File: src/rtl/spi_ram_arbiter_if.sv
// Bus bundle between the SPI RAM arbiter, its two requesters and the RAM.
// slave: the arbiter's view; master: the view of the requesters and RAM side.
interface spi_ram_arbiter_if;
  logic [9:0] req0_din;
  logic       req0_valid;
  logic       req0_ready;
  logic [7:0] req0_dout;
  logic       req0_dout_valid;
  logic [9:0] req1_din;
  logic       req1_valid;
  logic       req1_ready;
  logic [7:0] req1_dout;
  logic       req1_dout_valid;
  logic [9:0] ram_din;
  logic       ram_rx_valid;
  logic [7:0] ram_dout;
  logic       ram_tx_valid;
  logic       grant;
  logic       busy;
  logic       err;

  modport slave (
    input  req0_din, req0_valid, req1_din, req1_valid, ram_dout, ram_tx_valid,
    output req0_ready, req0_dout, req0_dout_valid,
           req1_ready, req1_dout, req1_dout_valid,
           ram_din, ram_rx_valid, grant, busy, err
  );

  modport master (
    output req0_din, req0_valid, req1_din, req1_valid, ram_dout, ram_tx_valid,
    input  req0_ready, req0_dout, req0_dout_valid,
           req1_ready, req1_dout, req1_dout_valid,
           ram_din, ram_rx_valid, grant, busy, err
  );
endinterface

File: src/rtl/spi_ram_arbiter.sv
// Round-robin arbiter sharing one SPI RAM between two command-word requesters.
// The grant stays locked from the first word until the data word (01/11),
// so an address latched by one requester is never overwritten by the other.
module spi_ram_arbiter #(
  parameter int unsigned TIMEOUT = 16
) (
  input  logic              clk,
  input  logic              rst_n,
  spi_ram_arbiter_if.slave  bus
);

  localparam int unsigned CW = $clog2(TIMEOUT + 1);

  typedef enum logic [1:0] {S_IDLE, S_OWN, S_WAIT_RD} state_t;

  state_t         r_state, w_next_state;
  logic           r_owner, w_next_owner;
  logic           r_last_owner;
  logic [CW-1:0]  r_cnt;
  logic [9:0]     r_ram_din;
  logic           r_ram_rx_valid;
  logic [7:0]     r_dout0, r_dout1;
  logic           r_dv0, r_dv1;
  logic           r_err;

  logic           w_hs;
  logic [9:0]     w_word;
  logic           w_timeout;
  logic           w_release;
  logic           w_err;
  logic           w_rd_ret;

  // Next state, handshake and release decisions
  always_comb begin
    w_next_state = r_state;
    w_next_owner = r_owner;
    w_hs         = 1'b0;
    w_word       = r_owner ? bus.req1_din : bus.req0_din;
    w_timeout    = (r_cnt == CW'(TIMEOUT - 1));
    w_release    = 1'b0;
    w_err        = 1'b0;
    w_rd_ret     = 1'b0;
    case (r_state)
      S_IDLE: begin
        if (bus.req0_valid || bus.req1_valid) begin
          w_next_state = S_OWN;
          // On contention the requester that did not own last time wins
          w_next_owner = (bus.req0_valid && bus.req1_valid) ? ~r_last_owner
                                                             : bus.req1_valid;
        end
      end
      S_OWN: begin
        w_hs = r_owner ? bus.req1_valid : bus.req0_valid;
        if (w_hs) begin
          case (w_word[9:8])
            2'b01: begin
              w_next_state = S_IDLE;
              w_release    = 1'b1;
            end
            2'b11:   w_next_state = S_WAIT_RD;
            default: w_next_state = S_OWN;
          endcase
        end else if (w_timeout) begin
          w_next_state = S_IDLE;
          w_release    = 1'b1;
          w_err        = 1'b1;
        end
      end
      S_WAIT_RD: begin
        if (bus.ram_tx_valid) begin
          w_rd_ret     = 1'b1;
          w_next_state = S_IDLE;
          w_release    = 1'b1;
        end else if (w_timeout) begin
          w_next_state = S_IDLE;
          w_release    = 1'b1;
          w_err        = 1'b1;
        end
      end
      default: w_next_state = S_IDLE;
    endcase
  end

  // State and owner register
  always_ff @(posedge clk or negedge rst_n) begin
    if (!rst_n) begin
      r_state <= S_IDLE;
      r_owner <= 1'b0;
    end else begin
      r_state <= w_next_state;
      r_owner <= w_next_owner;
    end
  end

  // Idle counter: restarts on every accepted word and whenever not locked
  always_ff @(posedge clk or negedge rst_n) begin
    if (!rst_n) begin
      r_cnt <= '0;
    end else if (w_hs || (r_state == S_IDLE) || (w_next_state == S_IDLE)) begin
      r_cnt <= '0;
    end else begin
      r_cnt <= r_cnt + CW'(1);
    end
  end

  // RAM command path, read-data return, error pulse and round-robin history
  always_ff @(posedge clk or negedge rst_n) begin
    if (!rst_n) begin
      r_ram_din      <= '0;
      r_ram_rx_valid <= 1'b0;
      r_dout0        <= '0;
      r_dout1        <= '0;
      r_dv0          <= 1'b0;
      r_dv1          <= 1'b0;
      r_err          <= 1'b0;
      r_last_owner   <= 1'b1;
    end else begin
      r_ram_rx_valid <= w_hs;
      if (w_hs) r_ram_din <= w_word;
      r_dv0 <= w_rd_ret && !r_owner;
      r_dv1 <= w_rd_ret &&  r_owner;
      if (w_rd_ret && !r_owner) r_dout0 <= bus.ram_dout;
      if (w_rd_ret &&  r_owner) r_dout1 <= bus.ram_dout;
      r_err <= w_err;
      if (w_release) r_last_owner <= r_owner;
    end
  end

  assign bus.req0_ready      = (r_state == S_OWN) && !r_owner;
  assign bus.req1_ready      = (r_state == S_OWN) &&  r_owner;
  assign bus.req0_dout       = r_dout0;
  assign bus.req1_dout       = r_dout1;
  assign bus.req0_dout_valid = r_dv0;
  assign bus.req1_dout_valid = r_dv1;
  assign bus.ram_din         = r_ram_din;
  assign bus.ram_rx_valid    = r_ram_rx_valid;
  assign bus.grant           = r_owner;
  assign bus.busy            = (r_state != S_IDLE);
  assign bus.err             = r_err;

endmodule

File: src/flat_wrapper.sv
// flat-port wrapper written by rule: the top's interface ports become plain ports
module spi_ram_arbiter_flat 
#(
  parameter int unsigned TIMEOUT = 16
)
  (clk, rst_n, bus_req0_din, bus_req0_valid, bus_req1_din, bus_req1_valid, bus_ram_dout, bus_ram_tx_valid, bus_req0_ready, bus_req0_dout, bus_req0_dout_valid, bus_req1_ready, bus_req1_dout, bus_req1_dout_valid, bus_ram_din, bus_ram_rx_valid, bus_grant, bus_busy, bus_err);
  spi_ram_arbiter_if bus_i ();
  input  logic clk;
  input  logic rst_n;
  input wire logic [$bits(bus_i.req0_din)-1:0] bus_req0_din;
  input wire logic [$bits(bus_i.req0_valid)-1:0] bus_req0_valid;
  input wire logic [$bits(bus_i.req1_din)-1:0] bus_req1_din;
  input wire logic [$bits(bus_i.req1_valid)-1:0] bus_req1_valid;
  input wire logic [$bits(bus_i.ram_dout)-1:0] bus_ram_dout;
  input wire logic [$bits(bus_i.ram_tx_valid)-1:0] bus_ram_tx_valid;
  output wire logic [$bits(bus_i.req0_ready)-1:0] bus_req0_ready;
  output wire logic [$bits(bus_i.req0_dout)-1:0] bus_req0_dout;
  output wire logic [$bits(bus_i.req0_dout_valid)-1:0] bus_req0_dout_valid;
  output wire logic [$bits(bus_i.req1_ready)-1:0] bus_req1_ready;
  output wire logic [$bits(bus_i.req1_dout)-1:0] bus_req1_dout;
  output wire logic [$bits(bus_i.req1_dout_valid)-1:0] bus_req1_dout_valid;
  output wire logic [$bits(bus_i.ram_din)-1:0] bus_ram_din;
  output wire logic [$bits(bus_i.ram_rx_valid)-1:0] bus_ram_rx_valid;
  output wire logic [$bits(bus_i.grant)-1:0] bus_grant;
  output wire logic [$bits(bus_i.busy)-1:0] bus_busy;
  output wire logic [$bits(bus_i.err)-1:0] bus_err;
  assign bus_i.req0_din = bus_req0_din;
  assign bus_i.req0_valid = bus_req0_valid;
  assign bus_i.req1_din = bus_req1_din;
  assign bus_i.req1_valid = bus_req1_valid;
  assign bus_i.ram_dout = bus_ram_dout;
  assign bus_i.ram_tx_valid = bus_ram_tx_valid;
  assign bus_req0_ready = bus_i.req0_ready;
  assign bus_req0_dout = bus_i.req0_dout;
  assign bus_req0_dout_valid = bus_i.req0_dout_valid;
  assign bus_req1_ready = bus_i.req1_ready;
  assign bus_req1_dout = bus_i.req1_dout;
  assign bus_req1_dout_valid = bus_i.req1_dout_valid;
  assign bus_ram_din = bus_i.ram_din;
  assign bus_ram_rx_valid = bus_i.ram_rx_valid;
  assign bus_grant = bus_i.grant;
  assign bus_busy = bus_i.busy;
  assign bus_err = bus_i.err;
  spi_ram_arbiter #(.TIMEOUT(TIMEOUT)) u_core (.clk(clk), .rst_n(rst_n), .bus(bus_i));
endmodule
File: config.mk
export PLATFORM = sky130hd
export DESIGN_NAME = spi_ram_arbiter_flat
export DESIGN_NICKNAME = d
export VERILOG_FILES = /design/src/rtl/spi_ram_arbiter_if.sv /design/src/rtl/spi_ram_arbiter.sv /design/src/flat_wrapper.sv
export SDC_FILE = /design/constraint.sdc
export NUM_CORES = 1
export LEC_CHECK = 0
export BUFFER_PORTS_ARGS = -buffer_cell sky130_fd_sc_hd__buf_2
export CAP_MARGIN = 20
export CORE_UTILIZATION = 25
export DETAILED_ROUTE_END_ITERATION = 6
export MAX_ROUTING_LAYER = met4
export PLACE_DENSITY = 0.45
export SLEW_MARGIN = 30
export SYNTH_ARGS = -nofsm -noshare
export SYNTH_HDL_FRONTEND = slang
export SYNTH_SLANG_ARGS = --single-unit
File: constraint.sdc
create_clock -name clk -period 4.15 [get_ports clk]
set_clock_uncertainty 0.1 [all_clocks]
set_input_delay 0.415 -clock clk [delete_from_list [all_inputs] [get_ports clk]]
set_output_delay 0.415 -clock clk [all_outputs]
set_load 0.02 [all_outputs]
# After elaboration in Yosys (flattened, before gate mapping)
# Cells that the tools add are included.
# word_totals
inputBits	33
out_inout_bits	34
regBits	39
wordCells	52
# classes
bitwise_logic	1
reduce_logical	13
add_sub_neg	1
n_mux	21
n_eq_ne	5
# ops
op	count
$mux W1	11
$mux W10	1
$mux W2	4
$pmux W2 S3	1
$add A5 B1 Y5 const B	1
$eq A5 B4 Y1 const B	1
$logic_and A1 B1 Y1	5
$mux W5	1
$eq A2 B1 Y1 const B	2
$eq A2 B2 Y1 const B	2
$logic_not A2 Y1	2
$pmux W1 S2	2
$pmux W2 S2	1
$logic_or A1 B1 Y1	3
$reduce_and A2 Y1	1
$reduce_bool A2 Y1	1
$logic_not A1 Y1	1
$not A1 Y1	1

# Logic depth before layout (Yosys ltp)
# logic_depth
depth_word	8
depth_mapped	8
ltp_nobuf	8

# Least setup slack after synthesis
# No wires, ideal clock.
# synth_path
kind	register to register
startpoint	reg u_core.r_cnt[0]
endpoint	reg u_core.r_cnt[2]
t_arrival_ns	1.767
stages_incl_launch_ff	9
path_slack_ns	2.183
t_required_ns	3.949
synth_period_minus_slack_ns	1.967
n_path_buf	0
setup_ns	0.101
cell_sequence	dfrtp_1 -> ha_1 -> and3_1 -> ha_1 -> nor2b_1 -> a2bb2oi_2 -> a221oi_2 -> nor3_2 -> nor4_1
# synth_via
elab_chain_cells	7
word_cells_on_any_way	9
cone_classes	add/sub: 1; eq/ne: 1; mux: 5; reduce/logical: 2
# synth_rtl
element	line	source
from (decl)	spi_ram_arbiter.sv:19	logic [CW-1:0] r_cnt;
from (signal assigned)	spi_ram_arbiter.sv:102	r_cnt <= r_cnt + CW'(1);
$eq A5 B4 Y1 *	spi_ram_arbiter.sv:39	w_timeout = (r_cnt == CW'(TIMEOUT - 1));
$mux W2 *	spi_ram_arbiter.sv:63, spi_ram_arbiter.sv:74	
$mux W2 (on tied branches)	spi_ram_arbiter.sv:70, spi_ram_arbiter.sv:54	
$pmux W2 S3 *	spi_ram_arbiter.sv:43	case (r_state)
named net u_core.w_next_state[0]	spi_ram_arbiter.sv:16	state_t r_state, w_next_state;
$logic_not A2 Y1 *	spi_ram_arbiter.sv:99	end else if (w_hs || (r_state == S_IDLE) || (w_next_state == S_IDLE)) begin
$logic_or A1 B1 Y1 *	spi_ram_arbiter.sv:99	
$mux W5 *	spi_ram_arbiter.sv:99	
# Mark *: on every way through the listed nets, which the timed path passes. The rest lies on a longest branch.
# A chain may end at the register's enable or synchronous reset.

# Final worst setup path
# layout_path
startpoint	reg u_core.r_owner, in the netlist u_core.bus.grant
endpoint	reg u_core.r_cnt[3]
# layout_via
word_cells_on_any_way	12
cone_classes	eq/ne: 2; mux: 7; reduce/logical: 3
# layout_rtl
element	line	source
from (decl)	spi_ram_arbiter.sv:17	logic r_owner, w_next_owner;
from (signal assigned)	spi_ram_arbiter.sv:91	r_owner <= w_next_owner;
$mux W1	spi_ram_arbiter.sv:53	w_hs = r_owner ? bus.req1_valid : bus.req0_valid;
$mux W1	spi_ram_arbiter.sv:43	
named net u_core.w_hs	spi_ram_arbiter.sv:26	logic w_hs;
$logic_or A1 B1 Y1 (2 in series)	spi_ram_arbiter.sv:99	
$mux W5	spi_ram_arbiter.sv:99	
# The timed path passes the listed nets, and every way through them passes these cells.

==> flow_summary.ini <==
[run_status]
status = finished, violations left
violations = negative hold slack

[yosys]
synth_compound_area_share_pct = 8.41
ys_top_cells_by_count = dfrtp_1 (38), nand2_1 (38), o21ai_0 (10)
synth_fa_ha_area_share_pct = 4.17
ys_async_sr_fraction_pct = 100
synthesis.area_um2 = 1800
synth_top_area_cell = dfrtp_1
synth-xor-area-share_pct = 0.973
synth_top_family_by_area = simple AND/OR/NAND/NOR gates
synth_seq_cells = 39
synth_top_area_share_pct = 52.8
synth_cell_types = 39
syn_area_per_cell_um2 = 11.0
synthSimpleGateAreaFrac_pct = 16.7
synth_area_leaders = dfrtp_1 (53%), nand2_1 (7.9%), mux2_2 (5.6%), mux2i_1 (5.0%), ha_1 (4.2%)
synth.area.mux_share_pct = 11.9
syn_inst = 163
yosysWarnings = 0
ys.flop_type = dfrtp_1
seq_area_frac_synth_pct = 54.3
synth_edf_count = 0
syn-num-nets = 202

[placement]
portBuffers = 66
hpwl_um = 2890
gp_congestion = 0.742

[sta]
hold_viol = 4
finalSetupViolCount = 0
tightest_slew_ps = 854
slew-limit-headroom_pct = 43.1
final_max_slew_viol_count = 0
rsz0062_at_grt = no
post-route-period-util_pct = 63.4
finalSetupTns_ps = 0
fmax_mhz = 380
layout_min_cycle_time_ps = 2630
hold_slack_ps = -6.34

[clock_network]
numCtsBuffers = 5
cts_buffer_depth = 2
tritoncts = built
post_cts_resized = 0
cts_hold_buf = 0
cts_sinks = 39
cts_root_buf = clkbuf_8
clk-insertion-delay-late_ps = 280
cts_setup_buffers = 0
path_clk_slew_ps = 70
h-tree-depth = 2

[worst_setup_path]
worst_ep_required_time_ps = 4220
critPathArrivalTime_ps = 2710
cp-start-kind = flip-flop
cpLargestDelayFamily = flip-flops
end_kind = flip-flop
path_cells = mux2i_4, nand2b_1, inv_1, nor4_1
critPathBufInv = 1
cp_slowest_cell = dfrtp_1
worstSetupPathType = flip-flop to flip-flop
cp_slowest_stage_delay_ps = 900
crit_path_max_fanout = 21

[floorplanning]
die_y_um = 86.9
rows = 30
die_w_um = 86.9
core_area_um2 = 6870
initial_core_util_pct = 26.2
io_pins = 67
die_area_um2 = 7550

[layout]
syn_to_final_growth_pct = 27.9
nets = 269
fill_cells = 716
final_layout_size_suffix_gt1_share_pct = 38.5

[drt]
drtAntennaViolNets = 0
wl_per_cell_um = 12.1
drc = 0
dr.pass1.iters = 4
drtIter0Drc = 48
routed_via_density = 4.23
drt-total-wl_um = 3970
vias = 1389

[job]
drv_cap = 0

[global_routing]
grt_pass1_vias = 1335
grt_first_pass_wirelength_um = 6540
grt_max_degree = 40
grt_usage_pct = 11.6
antenna_found_initial = 0
grt_overflow = 0

[worst_hold_path]
hp-class = input port to asynchronous set/reset pin

[power_and_ir_drop]
p_total_mw = 1.60
irDropWorstVdd_mv = 0.242
p_leak_nw = 1.22
p_per_area_nw_per_um2 = 694
-- state kept, by name (all words and copies together) (netlist names) --
signal / cells
u_core.bus.err: 1
u_core.bus.grant: 1
u_core.bus.ram_din: 10
u_core.bus.ram_rx_valid: 1
u_core.bus.req0_dout: 8
u_core.bus.req0_dout_valid: 1
u_core.bus.req1_dout: 8
u_core.bus.req1_dout_valid: 1
u_core.r_cnt: 5
u_core.r_last_owner: 1
u_core.r_state: 2
-- cell usage in the layout (no fill, tap or decap), types with 2 or more instances in the layout --
cell	Yosys	layout
ha_1	6	6
or2_1	2	2
nor4_1	4	4
inv_1	7	7
nand2_1	38	38
and3_1	2	2
dfrtp_1	38	38
nand2b_1	2	2
a21oi_1	4	4
nand3_1	2	2
mux2_2	9	9
clkbuf_8	0	5
nor2b_1	2	2
clkbuf_1	1	2
mux2i_1	9	9
buf_2	4	65
o21ai_0	10	10
-- per-layer routing --
layer	vias up	part of all wire (%)	track usage, %
met4	0	0.60	3.18
met2	42	48	17.8
met3	2	5.9	2.18
met1	655	46	15.5
li1	690	-	-
met5	-	0	-
-- report_power, final --
part | internal, mW | switching [mW]
clock network | 0.118 | 0.127
logic | 0.283 | 0.442
registers | 0.522 | 0.104
total | 0.924 | 0.673
-- stage by stage --
step / area, um^2 / hold WS, ps / setup WS, ps / utilization, % / cells
4_1_cts: 2300 / 178 / 1400 / 33.4 / 327
5_1_grt: 2300 / 26.8 / 1190 / 33.5 / 327
2_1_floorplan: 1800 / 19.4 / 2180 / - / 163
3_3_place_gp: 2220 / 354 / 1550 / 32.3 / 319
6_report: 2300 / -6.34 / 1520 / 33.5 / 328
3_5_place_dp: 2220 / 357 / 1430 / 32.3 / 319
-- final cells by class --
class                   count  area [um^2]  area share [%]
flip-flops and latches     39          977            42.4
multi-input cells         110          758            32.9
diodes                      1         2.50           0.109
inverters                   8         30.0            1.30
clock inverters             1         5.00           0.217
well taps                  96          120            5.22
clock buffers               7         76.3            3.32
repair buffers             66          333            14.5
-- kinds of logic (layout without fill, tap and decap cells) --
logic type      Yosys count  after routing
simple gates             61             61
flops                    39             39
compound gates           22             22
mux                      19             19
buf+inv                  14             82
fa+ha+maj                 6              6
xor+xnor                  2              2
other cells               0              1
-- worst paths after layout --
| path | startpoint | end | slack (ps) | depth (start not counted) |
|---|---|---|---|---|
| max | u_core.bus.grant | u_core.r_cnt[3] | 1520 | 4 |
| min | rst_n | u_core.bus.req1_dout[4] | -6 | 1 |
| max reg2reg | u_core.bus.grant | u_core.r_cnt[3] | 1520 | 4 |
| min reg2reg | u_core.bus.req0_dout[5] | u_core.bus.req0_dout[5] | 370 | 2 |
| max in group asynchronous | rst_n | u_core.r_last_owner | 3590 | 1 |
| min in group clk | bus_ram_dout[0] | u_core.bus.req0_dout[0] | 240 | 3 |
No activity file was read; power rests on OpenSTA's default activity.
